`config.mk`:
```
export PLATFORM = sky130hd
export DESIGN_NAME = m_ext_scheduler_flat
export DESIGN_NICKNAME = d
export VERILOG_FILES = /design/src/rtl/m_ext_pkg.sv /design/src/rtl/m_ext_if.sv /design/src/rtl/m_ext_sign_fixup.sv /design/src/rtl/m_ext_scheduler.sv /design/src/flat_wrapper.sv
export SDC_FILE = /design/constraint.sdc
export NUM_CORES = 1
export LEC_CHECK = 0
export ABC_AREA = 1
export BUFFER_PORTS_ARGS = -buffer_cell sky130_fd_sc_hd__buf_4
export CORE_MARGIN = 3
export CORE_UTILIZATION = 35
export DETAILED_ROUTE_END_ITERATION = 8
export GPL_TIMING_DRIVEN = 0
export SLEW_MARGIN = 30
export SYNTH_ARGS = -nofsm -noshare
export SYNTH_HDL_FRONTEND = slang
export SYNTH_SLANG_ARGS = --single-unit
```
`constraint.sdc`:
```
create_clock -name clk -period 2.4 [get_ports clk]
set_input_delay 0.72 -clock clk [delete_from_list [all_inputs] [get_ports clk]]
set_output_delay 0.72 -clock clk [all_outputs]
set_load 0.005 [all_outputs]
```
`src/rtl/m_ext_pkg.sv`:
```
// Shared types and constants for the RV32M execute-stage sequencer.
package m_ext_pkg;

  localparam int M_XLEN = 32;

  // Dividend that overflows signed division when divided by -1.
  localparam logic [M_XLEN-1:0] DIV_OVF_DIVIDEND = 32'h8000_0000;

  typedef enum logic [2:0] {
    MUL    = 3'b000,
    MULH   = 3'b001,
    MULHSU = 3'b010,
    MULHU  = 3'b011,
    DIV    = 3'b100,
    DIVU   = 3'b101,
    REM    = 3'b110,
    REMU   = 3'b111
  } m_funct3_t;

  typedef enum logic [2:0] {
    IDLE     = 3'd0,
    MUL_REQ  = 3'd1,
    MUL_WAIT = 3'd2,
    DIV_REQ  = 3'd3,
    DIV_WAIT = 3'd4,
    FIXUP    = 3'd5,
    DRAIN    = 3'd6
  } m_state_t;

  // funct3[2] separates the divide family from the multiply family.
  function automatic logic is_div_op(m_funct3_t op);
    return op[2];
  endfunction

  // {rs1_signed, rs2_signed}. MUL is treated as signed x signed so that it
  // shares cache entries with MULH over the same operands.
  function automatic logic [1:0] op_signedness(m_funct3_t op);
    logic [1:0] sgn;
    case (op)
      MUL, MULH, DIV, REM: sgn = 2'b11;
      MULHSU:              sgn = 2'b10;
      default:             sgn = 2'b00;
    endcase
    return sgn;
  endfunction

endpackage

```
`src/rtl/m_ext_if.sv`:
```
// Bundle of the pipeline-side and arithmetic-unit-side signals of the M unit.
// slave = scheduler view, master = pipeline plus multiplier/divider view.
interface m_ext_if #(parameter int XLEN = m_ext_pkg::M_XLEN);
  import m_ext_pkg::*;

  // Pipeline side
  logic              m_valid;
  m_funct3_t         m_funct3;
  logic [XLEN-1:0]   m_rs1;
  logic [XLEN-1:0]   m_rs2;
  logic              flush;
  logic              m_stall;
  logic              m_done;
  logic [XLEN-1:0]   m_result;

  // Multiplier side
  logic              mul_enable;
  logic [XLEN-1:0]   mul_a;
  logic [XLEN-1:0]   mul_b;
  logic              mul_resp;
  logic [2*XLEN-1:0] mul_product;

  // Divider side
  logic              div_start;
  logic [XLEN-1:0]   div_dividend;
  logic [XLEN-1:0]   div_divisor;
  logic              div_done;
  logic [XLEN-1:0]   div_quotient;
  logic [XLEN-1:0]   div_remainder;

  modport master (
    output m_valid, m_funct3, m_rs1, m_rs2, flush,
    output mul_resp, mul_product, div_done, div_quotient, div_remainder,
    input  m_stall, m_done, m_result,
    input  mul_enable, mul_a, mul_b, div_start, div_dividend, div_divisor
  );

  modport slave (
    input  m_valid, m_funct3, m_rs1, m_rs2, flush,
    input  mul_resp, mul_product, div_done, div_quotient, div_remainder,
    output m_stall, m_done, m_result,
    output mul_enable, mul_a, mul_b, div_start, div_dividend, div_divisor
  );

endinterface

```
`src/rtl/m_ext_sign_fixup.sv`:
```
// Combinational sign handling: operand magnitudes on the way in, result
// negation and word select on the way out. The two halves are independent.
module m_ext_sign_fixup
  import m_ext_pkg::*;
#(
  parameter int XLEN = M_XLEN
) (
  // operand path
  input  m_funct3_t         op_i,
  input  logic [XLEN-1:0]   rs1_i,
  input  logic [XLEN-1:0]   rs2_i,
  output logic [XLEN-1:0]   abs_a_o,
  output logic [XLEN-1:0]   abs_b_o,
  output logic              neg_a_o,
  output logic              neg_b_o,
  // result path
  input  m_funct3_t         fix_op_i,
  input  logic              fix_neg_a_i,
  input  logic              fix_neg_b_i,
  input  logic [2*XLEN-1:0] product_i,
  input  logic [XLEN-1:0]   quotient_i,
  input  logic [XLEN-1:0]   remainder_i,
  output logic [XLEN-1:0]   result_o
);

  logic [1:0]        sgn;
  logic [2*XLEN-1:0] prod_fix;
  logic [XLEN-1:0]   quo_fix;
  logic [XLEN-1:0]   rem_fix;

  // An operand is negative only when the op treats it as signed.
  assign sgn     = op_signedness(op_i);
  assign neg_a_o = sgn[1] & rs1_i[XLEN-1];
  assign neg_b_o = sgn[0] & rs2_i[XLEN-1];
  assign abs_a_o = neg_a_o ? -rs1_i : rs1_i;
  assign abs_b_o = neg_b_o ? -rs2_i : rs2_i;

  // Re-apply signs to the unsigned results and select the returned word.
  always_comb begin
    prod_fix = (fix_neg_a_i ^ fix_neg_b_i) ? -product_i : product_i;
    quo_fix  = (fix_neg_a_i ^ fix_neg_b_i) ? -quotient_i : quotient_i;
    rem_fix  = fix_neg_a_i ? -remainder_i : remainder_i;
    result_o = '0;
    case (fix_op_i)
      MUL:                 result_o = prod_fix[XLEN-1:0];
      MULH, MULHSU, MULHU: result_o = prod_fix[2*XLEN-1:XLEN];
      DIV, DIVU:           result_o = quo_fix;
      default:             result_o = rem_fix;
    endcase
  end

endmodule

```
`src/rtl/m_ext_scheduler.sv`:
```
// EX-stage sequencer for RV32M: accepts one op, launches the shared
// multiplier or divider (or short-circuits), fixes up signs and returns a
// single-cycle m_done pulse with the result. Holds a one-entry product cache.
module m_ext_scheduler
  import m_ext_pkg::*;
#(
  parameter int XLEN     = M_XLEN,
  parameter bit REUSE_EN = 1'b1
) (
  input  logic clk,
  input  logic rst,
  m_ext_if.slave bus
);

  localparam logic [XLEN-1:0] OVF_DIVIDEND = {1'b1, {(XLEN-1){1'b0}}};

  m_state_t          state_q, state_d;
  m_funct3_t         op_q, op_d;
  logic [1:0]        sgn_q, sgn_d;
  logic              neg_a_q, neg_a_d;
  logic              neg_b_q, neg_b_d;
  logic [XLEN-1:0]   rs1_q, rs1_d;
  logic [XLEN-1:0]   rs2_q, rs2_d;
  logic [XLEN-1:0]   abs_a_q, abs_a_d;
  logic [XLEN-1:0]   abs_b_q, abs_b_d;
  logic [2*XLEN-1:0] product_q, product_d;
  logic [XLEN-1:0]   quot_q, quot_d;
  logic [XLEN-1:0]   rem_q, rem_d;
  logic              bypass_q, bypass_d;
  logic [XLEN-1:0]   short_q, short_d;
  logic              cache_valid_q, cache_valid_d;
  logic [XLEN-1:0]   cache_rs1_q, cache_rs1_d;
  logic [XLEN-1:0]   cache_rs2_q, cache_rs2_d;
  logic [1:0]        cache_sgn_q, cache_sgn_d;
  logic [2*XLEN-1:0] cache_product_q, cache_product_d;

  logic              mul_en;
  logic              div_st;
  logic              done;
  logic [XLEN-1:0]   in_abs_a, in_abs_b;
  logic              in_neg_a, in_neg_b;
  logic [1:0]        in_sgn;
  logic              cache_hit;
  logic              unit_done;
  logic [XLEN-1:0]   fix_result;

  m_ext_sign_fixup #(.XLEN(XLEN)) u_fixup (
    .op_i        (bus.m_funct3),
    .rs1_i       (bus.m_rs1),
    .rs2_i       (bus.m_rs2),
    .abs_a_o     (in_abs_a),
    .abs_b_o     (in_abs_b),
    .neg_a_o     (in_neg_a),
    .neg_b_o     (in_neg_b),
    .fix_op_i    (op_q),
    .fix_neg_a_i (neg_a_q),
    .fix_neg_b_i (neg_b_q),
    .product_i   (product_q),
    .quotient_i  (quot_q),
    .remainder_i (rem_q),
    .result_o    (fix_result)
  );

  assign in_sgn    = op_signedness(bus.m_funct3);
  assign cache_hit = REUSE_EN && cache_valid_q && (cache_rs1_q == bus.m_rs1) &&
                     (cache_rs2_q == bus.m_rs2) && (cache_sgn_q == in_sgn);
  assign unit_done = is_div_op(op_q) ? bus.div_done : bus.mul_resp;

  // Next-state, launch strobes and operand/result/cache register updates.
  always_comb begin
    state_d         = state_q;
    op_d            = op_q;
    sgn_d           = sgn_q;
    neg_a_d         = neg_a_q;
    neg_b_d         = neg_b_q;
    rs1_d           = rs1_q;
    rs2_d           = rs2_q;
    abs_a_d         = abs_a_q;
    abs_b_d         = abs_b_q;
    product_d       = product_q;
    quot_d          = quot_q;
    rem_d           = rem_q;
    bypass_d        = bypass_q;
    short_d         = short_q;
    cache_valid_d   = cache_valid_q;
    cache_rs1_d     = cache_rs1_q;
    cache_rs2_d     = cache_rs2_q;
    cache_sgn_d     = cache_sgn_q;
    cache_product_d = cache_product_q;
    mul_en          = 1'b0;
    div_st          = 1'b0;
    done            = 1'b0;

    case (state_q)
      IDLE: begin
        if (bus.m_valid && !bus.flush) begin
          op_d     = bus.m_funct3;
          sgn_d    = in_sgn;
          rs1_d    = bus.m_rs1;
          rs2_d    = bus.m_rs2;
          abs_a_d  = in_abs_a;
          abs_b_d  = in_abs_b;
          neg_a_d  = in_neg_a;
          neg_b_d  = in_neg_b;
          bypass_d = 1'b0;
          if (is_div_op(bus.m_funct3)) begin
            if (bus.m_rs2 == '0) begin
              // Divide by zero: quotient all ones, remainder is the dividend.
              bypass_d = 1'b1;
              short_d  = (bus.m_funct3 == DIV || bus.m_funct3 == DIVU) ? '1 : bus.m_rs1;
              state_d  = FIXUP;
            end else if (in_sgn[1] && bus.m_rs1 == OVF_DIVIDEND && bus.m_rs2 == '1) begin
              // Signed overflow: quotient is the dividend, remainder zero.
              bypass_d = 1'b1;
              short_d  = (bus.m_funct3 == DIV) ? OVF_DIVIDEND : '0;
              state_d  = FIXUP;
            end else begin
              state_d = DIV_REQ;
            end
          end else if (cache_hit) begin
            product_d = cache_product_q;
            state_d   = FIXUP;
          end else begin
            state_d = MUL_REQ;
          end
        end
      end

      MUL_REQ: begin
        if (bus.flush) begin
          state_d = IDLE;
        end else begin
          mul_en  = 1'b1;
          state_d = MUL_WAIT;
        end
      end

      MUL_WAIT: begin
        if (bus.flush) begin
          // A response arriving with the flush is dropped here; otherwise
          // DRAIN soaks it up later.
          cache_valid_d = 1'b0;
          state_d       = bus.mul_resp ? IDLE : DRAIN;
        end else if (bus.mul_resp) begin
          product_d       = bus.mul_product;
          cache_valid_d   = 1'b1;
          cache_rs1_d     = rs1_q;
          cache_rs2_d     = rs2_q;
          cache_sgn_d     = sgn_q;
          cache_product_d = bus.mul_product;
          state_d         = FIXUP;
        end
      end

      DIV_REQ: begin
        if (bus.flush) begin
          state_d = IDLE;
        end else begin
          div_st  = 1'b1;
          state_d = DIV_WAIT;
        end
      end

      DIV_WAIT: begin
        if (bus.flush) begin
          state_d = bus.div_done ? IDLE : DRAIN;
        end else if (bus.div_done) begin
          quot_d  = bus.div_quotient;
          rem_d   = bus.div_remainder;
          state_d = FIXUP;
        end
      end

      FIXUP: begin
        done    = !bus.flush;
        state_d = IDLE;
      end

      DRAIN: begin
        if (unit_done) state_d = IDLE;
      end

      default: state_d = IDLE;
    endcase
  end

  // State, operand, result and cache registers.
  always_ff @(posedge clk or negedge rst) begin
    if (!rst) begin
      state_q         <= IDLE;
      op_q            <= MUL;
      sgn_q           <= '0;
      neg_a_q         <= 1'b0;
      neg_b_q         <= 1'b0;
      rs1_q           <= '0;
      rs2_q           <= '0;
      abs_a_q         <= '0;
      abs_b_q         <= '0;
      product_q       <= '0;
      quot_q          <= '0;
      rem_q           <= '0;
      bypass_q        <= 1'b0;
      short_q         <= '0;
      cache_valid_q   <= 1'b0;
      cache_rs1_q     <= '0;
      cache_rs2_q     <= '0;
      cache_sgn_q     <= '0;
      cache_product_q <= '0;
    end else begin
      state_q         <= state_d;
      op_q            <= op_d;
      sgn_q           <= sgn_d;
      neg_a_q         <= neg_a_d;
      neg_b_q         <= neg_b_d;
      rs1_q           <= rs1_d;
      rs2_q           <= rs2_d;
      abs_a_q         <= abs_a_d;
      abs_b_q         <= abs_b_d;
      product_q       <= product_d;
      quot_q          <= quot_d;
      rem_q           <= rem_d;
      bypass_q        <= bypass_d;
      short_q         <= short_d;
      cache_valid_q   <= cache_valid_d;
      cache_rs1_q     <= cache_rs1_d;
      cache_rs2_q     <= cache_rs2_d;
      cache_sgn_q     <= cache_sgn_d;
      cache_product_q <= cache_product_d;
    end
  end

  // Stall is held low while reset is asserted.
  assign bus.m_stall      = rst & bus.m_valid & ~done & ~bus.flush;
  assign bus.m_done       = done;
  assign bus.m_result     = done ? (bypass_q ? short_q : fix_result) : '0;
  assign bus.mul_enable   = mul_en;
  assign bus.mul_a        = abs_a_q;
  assign bus.mul_b        = abs_b_q;
  assign bus.div_start    = div_st;
  assign bus.div_dividend = abs_a_q;
  assign bus.div_divisor  = abs_b_q;

endmodule

```
`src/flat_wrapper.sv`:
```
// flat-port wrapper written by rule: the top's interface ports become plain ports
module m_ext_scheduler_flat import m_ext_pkg::*;
#(
  parameter int XLEN     = M_XLEN,
  parameter bit REUSE_EN = 1'b1
)
  (clk, rst, bus_m_valid, bus_m_funct3, bus_m_rs1, bus_m_rs2, bus_flush, bus_mul_resp, bus_mul_product, bus_div_done, bus_div_quotient, bus_div_remainder, bus_m_stall, bus_m_done, bus_m_result, bus_mul_enable, bus_mul_a, bus_mul_b, bus_div_start, bus_div_dividend, bus_div_divisor);
  m_ext_if #(.XLEN(XLEN)) bus_i ();
  input  logic clk;
  input  logic rst;
  input wire logic [$bits(bus_i.m_valid)-1:0] bus_m_valid;
  input wire logic [$bits(bus_i.m_funct3)-1:0] bus_m_funct3;
  input wire logic [$bits(bus_i.m_rs1)-1:0] bus_m_rs1;
  input wire logic [$bits(bus_i.m_rs2)-1:0] bus_m_rs2;
  input wire logic [$bits(bus_i.flush)-1:0] bus_flush;
  input wire logic [$bits(bus_i.mul_resp)-1:0] bus_mul_resp;
  input wire logic [$bits(bus_i.mul_product)-1:0] bus_mul_product;
  input wire logic [$bits(bus_i.div_done)-1:0] bus_div_done;
  input wire logic [$bits(bus_i.div_quotient)-1:0] bus_div_quotient;
  input wire logic [$bits(bus_i.div_remainder)-1:0] bus_div_remainder;
  output wire logic [$bits(bus_i.m_stall)-1:0] bus_m_stall;
  output wire logic [$bits(bus_i.m_done)-1:0] bus_m_done;
  output wire logic [$bits(bus_i.m_result)-1:0] bus_m_result;
  output wire logic [$bits(bus_i.mul_enable)-1:0] bus_mul_enable;
  output wire logic [$bits(bus_i.mul_a)-1:0] bus_mul_a;
  output wire logic [$bits(bus_i.mul_b)-1:0] bus_mul_b;
  output wire logic [$bits(bus_i.div_start)-1:0] bus_div_start;
  output wire logic [$bits(bus_i.div_dividend)-1:0] bus_div_dividend;
  output wire logic [$bits(bus_i.div_divisor)-1:0] bus_div_divisor;
  assign bus_i.m_valid = bus_m_valid;
  assign bus_i.m_funct3 = bus_m_funct3;
  assign bus_i.m_rs1 = bus_m_rs1;
  assign bus_i.m_rs2 = bus_m_rs2;
  assign bus_i.flush = bus_flush;
  assign bus_i.mul_resp = bus_mul_resp;
  assign bus_i.mul_product = bus_mul_product;
  assign bus_i.div_done = bus_div_done;
  assign bus_i.div_quotient = bus_div_quotient;
  assign bus_i.div_remainder = bus_div_remainder;
  assign bus_m_stall = bus_i.m_stall;
  assign bus_m_done = bus_i.m_done;
  assign bus_m_result = bus_i.m_result;
  assign bus_mul_enable = bus_i.mul_enable;
  assign bus_mul_a = bus_i.mul_a;
  assign bus_mul_b = bus_i.mul_b;
  assign bus_div_start = bus_i.div_start;
  assign bus_div_dividend = bus_i.div_dividend;
  assign bus_div_divisor = bus_i.div_divisor;
  m_ext_scheduler #(.XLEN(XLEN), .REUSE_EN(REUSE_EN)) u_core (.clk(clk), .rst(rst), .bus(bus_i));
endmodule
```
==> results.tsv, run 1 <==
stage	metric	value	unit
logic_synthesis	most common cell in the synthesized netlist	nand2_1	
power_and_ir_drop	leakage power figure	0.0160	uW
logic_synthesis	Post-synth EDFFs	0	
placement	DP HPWL	83.7	mm
route	Via density	5.38	
logic_synthesis	synthesized area per cell	7.12	um^2
placement	Final GP Congestion	1.00	
clocking	Max H-tree Level	2	
clocking	Clk pin slew, worst setup/hold paths	70	ps
setup_path	slowest stage delay, CP	420	ps
logic_synthesis	ys flop type	dfrtp_1	
clocking	TritonCTS Sinks	428	
sta	TNS Setup	-33630	ps
floorplanning	Initial Utilization	35.6	%
setup_path	CP required	1680	ps
logic_synthesis	post-synthesis sequential area ratio	41.9	%
power_and_ir_drop	pwr/cell area	1340	nW/um^2
route	DRC Markers	0	
setup_path	crit path from	u_core.neg_b_q$_DFFE_PN0P_	
logic_synthesis	top-area cell type share of the netlist area	41.9	%
setup_path	cells on worst reg2reg path	9	
run	Max Cap Viol	0	
logic_synthesis	Syn Inst Count	3592	
sta	Slew Viols, Final	0	
route	Routed Antenna Nets	0	
logic_synthesis	yosys warns	0	
route	drt wl/cell	21.7	um
grt	antenna violations before repair	7	
logic_synthesis	top post-synthesis cells by count	883 x nand2_1, 440 x o21ai_0, 428 x dfrtp_1	
floorplanning	Placeable Area	71900	um^2
floorplanning	Chip Width	276	um
final_layout	Layout fillers	7317	
setup_path	CP cell instances	inv_2 > nand2_4 > nand2_8 > buf_12 > inv_8 > clkbuf_16 > o211ai_1 > nand4_1 > o211ai_1 > inv_1 > buf_6	
grt	vias in the first global route	26133	
sta	transition time at the pin with the least slew margin	1000	ps
placement	# port buffers	357	
setup_path	Crit path top cell by count	o211ai_1	
setup_path	worst-path maximum fanout	7	
setup_path	Top delay family on crit path	buffers and inverters	
sta	unrepaired setup endpoints after global routing	true	
grt	largest net degree at the start of global routing	83	
clocking	CTS Buffer Depth	3	
clocking	TritonCTS clock tree	done	
placement	Post-Place Cells	4905	
sta	Fmax	278	MHz
route	Starting DRT DRC Count	3022	
floorplanning	Die ar.	76300	um^2
floorplanning	Row Count	98	
grt	Congestion Overflow GR	0	
setup_path	Worst Path Buf+Inv	6	
logic_synthesis	Synth area leader	dfrtp_1	
setup_path	crit path DAT	2870	ps
setup_path	startpoint type of the worst setup path	flip-flop	
outcome	status	finished, violations left	
final_layout	layout cells sized above 1	28.2	%
floorplanning	I/O pins	365	
grt	global-route wire length before repair	163	mm
setup_path	CP Depth	11	
logic_synthesis	unique cell type count in the Yosys netlist	48	
sta	# setup viols final	33	
logic_synthesis	top cells by area, synth	dfrtp_1 42%, nand2_1 13%, o21ai_0 8.6%	
setup_path	CP Class	reg2out	
power_and_ir_drop	VDD IR max	0.708	mV
route	Detailed Route WL	110	mm
outcome	failing checks	negative setup slack	
clocking	CTS Buf Count	49	
route	vias post-DR	27312	
logic_synthesis	register bit total from synthesis	428	
final_layout	P&R area growth vs syn	33.0	%
sta	Max Clock Skew	58.0	ps
sta	fin crit share	150	%
clocking	clk_lat worst skew	660	ps
logic_synthesis	Syn Nets	3799	
final_layout	final instance count without filler cells	5072	
logic_synthesis	Post-Syn Area	25600	um^2
sta	fin worst setup slack	-1190	ps
min_path	Worst Hold Class	in2async	
setup_path	CP max stage cell	dfrtp_1	
setup_path	Crit Reg-Reg Startpoint	u_core.state_q[1]$_DFFE_PN0P_	
floorplanning	Die Span Y	276	um
final_layout	NumNets Final	4286	
logic_synthesis	Post-synth ARST share	100	%
grt	GRT Overall Usage	27.7	%
route	Pre-antenna DRT Iters	9	
sta	final hold vios	0	
clocking	clock root buffer master	clkbuf_16	
sta	Slew headroom	33.1	%
setup_path	CP endpoint kind	primary output	
sta	Final min period	3590	ps
==> worst reg2reg max path, delay by kind of cell, from the launching register on <==
family	cells	cell delay, ps
simple gates	6	770
flops	1	390
buf+inv	3	1020
==> sequential cells by signal (all words and copies together) (netlist names) <==
register,flops
u_core.quot_q,32
u_core.cache_rs2_q,32
u_core.sgn_q,2
u_core.bus.div_divisor,32
u_core.rs1_q,31
u_core.cache_sgn_q,2
u_core.neg_a_q,1
u_core.product_q,64
u_core.rem_q,32
u_core.op_q,3
u_core.neg_b_q,1
u_core.bus.div_dividend,32
u_core.cache_valid_q,1
u_core.short_q,32
u_core.cache_product_q,64
u_core.bypass_q,1
u_core.cache_rs1_q,32
u_core.rs2_q,31
u_core.state_q,3
==> worst paths after layout <==
path / to / slack, ps
setup / recovery: bus_m_result[1] / -1190
hold / removal: u_core.rs2_q[4]$_DFFE_PN0P_ / 20
setup reg to reg: u_core.bus.div_divisor[30]$_DFFE_PN0P_ / 70
hold reg to reg: u_core.cache_product_q[58]$_DFFE_PN0P_ / 480
max in group asynchronous: u_core.bus.div_dividend[13]$_DFFE_PN0P_ / 1460
min in group clk: u_core.bus.div_dividend[7]$_DFFE_PN0P_ / 300
==> routing by layer <==
metal | global-route usage (%) | wire, um | part of all wire [%]
met1 | 36.0 | 44200 | 40
met2 | 44.8 | 50000 | 45
met3 | 4.91 | 9770 | 8.9
met4 | 13.1 | 6230 | 5.7
met5 | 0 | 24 | 0.022
==> power by group <==
group / total [uW] / internal [uW] / switching, uW
Clock: 8010 / 4680 / 3340
Sequential: 13200 / 10300 / 2940
Combinational: 24400 / 9560 / 14900
==> placed cells by master, fill, tap and decap left out, types with 23 or more instances in the layout <==
cell / instances
buf_6: 27
nor2_2: 60
nand2_1: 792
clkbuf_16: 51
clkbuf_1: 59
o21ai_1: 65
nand4_1: 48
o211ai_1: 35
nand2_2: 64
nor2_1: 337
dfrtp_1: 398
nand2_4: 26
nand3_1: 171
inv_2: 34
nor3_1: 31
inv_1: 359
a21oi_1: 120
clkbuf_2: 33
nor2_4: 33
o21ai_0: 406
buf_4: 485
dfrtp_2: 30
buf_2: 29
o21ai_2: 78
nand3_2: 43
a21oi_2: 23
==> layout make-up <==
class | instances | area [um^2] | share of cell area, %
Buffer | 225 | 1540 | 4.54
Clock buffer | 71 | 1420 | 4.18
Clock inverter | 18 | 288 | 0.847
Multi-Input combinational cell | 2539 | 13600 | 40.1
Inverter | 400 | 1530 | 4.51
Timing Repair Buffer | 436 | 3640 | 10.7
Antenna cell | 5 | 12.5 | 0.0368
Sequential cell | 428 | 10700 | 31.6
Tap cell | 950 | 1190 | 3.50
==> repair_timing <==
action / CTS / global route
hold buffers: 1 / 0
gates cloned: 5 / 1
setup buffers: 43 / 23
endpoints found under the setup margin: 388 / 320
pin swaps: 77 / 88
resized for setup: 405 / 215
endpoints found under the hold margin: 25 / 0
==> cell families (layout without fill, tap and decap cells) <==
group	count (synthesis)	after routing	share of synthesized area (%)
AND/OR/NAND/NOR	1664	1664	26.9
AO/OA/AOI/OAI	816	816	18.0
buffers and inverters	625	1150	10.8
flip-flops	428	428	41.9
XOR/XNOR	27	27	0.925
multiplexers	26	26	1.13
adder cells (fa/ha/maj)	6	6	0.294
other	0	5	0
==> metrics by stage <==
stage,cell area (um^2),util (%),total power (uW),setup slack [ps],hold slack [ps]
floorplan,25600,-,24100,-34.3,424
global placement,29500,41.0,32200,-4130,462
detailed placement,29600,41.3,32400,-1130,467
CTS,33100,46.1,43500,-1080,13.5
global route,34000,47.3,48300,-1230,26.5
finish,34000,47.3,45700,-1190,21.4
No activity file was read; power rests on OpenSTA's default activity.
==> run 2, diff against run 1 <==
HOLD_SLACK_MARGIN = 0.08   (was not set)
SKIP_LAST_GASP = 1   (was not set)
TNS_END_PERCENT = 30   (was not set)
==> results.tsv, run 2 (synthesis gave the netlist of run 1 again) <==
stage	metric	value	unit
sta	Max Clock Skew	37.0	ps
floorplanning	Chip Width	276	um
setup_path	CP required	1680	ps
setup_path	crit path from	u_core.product_q[1]$_DFFE_PN0P_	
min_path	Worst Hold Class	in2async	
sta	worst hold slack	114	ps
final_layout	Regs by FF count	u_core.cache_product_q (64), u_core.product_q (64)	
sta	Slew Viols, Final	0	
setup_path	CP endpoint kind	primary output	
clocking	clock root buffer master	clkbuf_16	
sta	# setup viols final	59	
run	Max Cap Viol	0	
setup_path	CP max stage cell	dfrtp_2	
setup_path	slowest stage delay, CP	460	ps
placement	pre-CTS WS	-1170	ps
final_layout	layout cells sized above 1	29.5	%
sta	Fmax	280	MHz
placement	DP HPWL	84.9	mm
floorplanning	Initial Utilization	35.6	%
clocking	Max H-tree Level	2	
final_layout	final instance count without filler cells	5094	
floorplanning	Row Count	98	
power_and_ir_drop	leakage power figure	0.0162	uW
floorplanning	Placeable Area	71900	um^2
setup_path	CP Class	reg2out	
power_and_ir_drop	VDD IR max	0.674	mV
route	Routed Antenna Nets	0	
grt	global-route wire length before repair	165	mm
placement	Post-Place Cells	4904	
setup_path	Crit Reg-Reg Startpoint	u_core.state_q[1]$_DFFE_PN0P_	
setup_path	Worst Path Buf+Inv	3	
placement	Final GP Congestion	0.994	
grt	largest net degree at the start of global routing	84	
sta	Slew headroom	31.1	%
setup_path	worst-path maximum fanout	6	
setup_path	crit path DAT	2850	ps
clocking	TritonCTS Sinks	428	
power_and_ir_drop	Pwr Total	46600	uW
route	Via density	5.41	
grt	vias in the first global route	26382	
route	Pre-antenna DRT Iters	6	
final_layout	P&R area growth vs syn	34.8	%
setup_path	register-to-register setup slack	-110	ps
setup_path	Crit path top cell by count	nand2_4	
setup_path	CP cell instances	inv_2 > ha_4 > nand2_4 > nor2_4 > buf_6 > nand3_4 > nand3_1 > nand2_1 > o21ai_0 > nor2_1 > nand2_4 > nand2_2 > a21oi_2 > buf_4	
clocking	TritonCTS clock tree	done	
route	Starting DRT DRC Count	2973	
floorplanning	Die Span Y	276	um
final_layout	most frequent cells in the layout	773 x nand2_1, 499 x buf_4, 395 x o21ai_0	
grt	antenna violations before repair	6	
floorplanning	Die ar.	76300	um^2
route	vias post-DR	27582	
setup_path	startpoint type of the worst setup path	flip-flop	
clocking	clk_lat worst skew	620	ps
sta	TNS Setup	-36030	ps
floorplanning	I/O pins	365	
outcome	status	finished, violations left	
grt	GRT Overall Usage	28.0	%
grt	Congestion Overflow GR	0	
route	DRC Markers	0	
sta	fin worst setup slack	-1170	ps
route	drt wl/cell	21.9	um
final_layout	NumNets Final	4308	
sta	transition time at the pin with the least slew margin	1030	ps
outcome	failing checks	negative setup slack	
final_layout	most common cell after layout, fill and taps aside	nand2_1	
power_and_ir_drop	pwr/cell area	1350	nW/um^2
sta	final hold vios	0	
clocking	Clk pin slew, worst setup/hold paths	60	ps
sta	Final min period	3570	ps
sta	fin crit share	149	%
route	Detailed Route WL	112	mm
sta	unrepaired setup endpoints after global routing	true	
setup_path	Top delay family on crit path	simple AND/OR/NAND/NOR gates	
clocking	CTS Buf Count	49	
clocking	CTS Buffer Depth	3	
placement	# port buffers	357	
run 2: final timing paths:
path	to	cells past startpoint
worst max-delay path	bus_m_result[24]	14
min in group clk	u_core.bus.div_dividend[6]$_DFFE_PN0P_	2
max in group asynchronous	u_core.rem_q[8]$_DFFE_PN0P_	5
worst min-delay path	u_core.product_q[1]$_DFFE_PN0P_	2
worst max register to register	u_core.rs2_q[10]$_DFFE_PN0P_	9
worst min register to register	u_core.cache_product_q[44]$_DFFE_PN0P_	2
run 2: repair_timing:
action                                  CTS  global route
cloned                                    3             7
hold buffers                              1             0
buffers inserted                         52            34
pin swaps                                84           125
resized for setup                       404           305
endpoints found under the setup margin  368           389
endpoints found under the hold margin    56             0
run 2: layer usage:
metal | track usage [%] | vias to the layer above | share of wire (%)
li1 | - | 12701 | -
met1 | 36.1 | 13242 | 40
met2 | 45.2 | 1341 | 46
met3 | 5.61 | 290 | 8.8
met4 | 12.7 | 8 | 5.0
met5 | 0 | - | 0.052
run 2: layout make-up:
class | count | area [um^2]
multi-input cells | 2539 | 13900
clock inverters | 28 | 338
repair buffers | 458 | 3820
plain buffers | 225 | 1560
well taps | 950 | 1190
flip-flops and latches | 428 | 10800
fillers | 7376 | 37400
inverters | 400 | 1540
clock buffers | 63 | 1370
diodes | 3 | 7.51
run 2: power by group:
group          leakage [uW]  total (uW)  internal [uW]  switching, uW
Combinational        0.0101       25400          10100          15300
Clock              0.000838        7960           4620           3340
Sequential          0.00523       13300          10300           2980
run 2: metrics by stage:
step	util, %	cell area [um^2]
floorplan	-	25600
global placement	41.0	29400
detailed placement	41.2	29600
CTS	46.1	33100
global route	47.9	34500
finish	48.0	34500
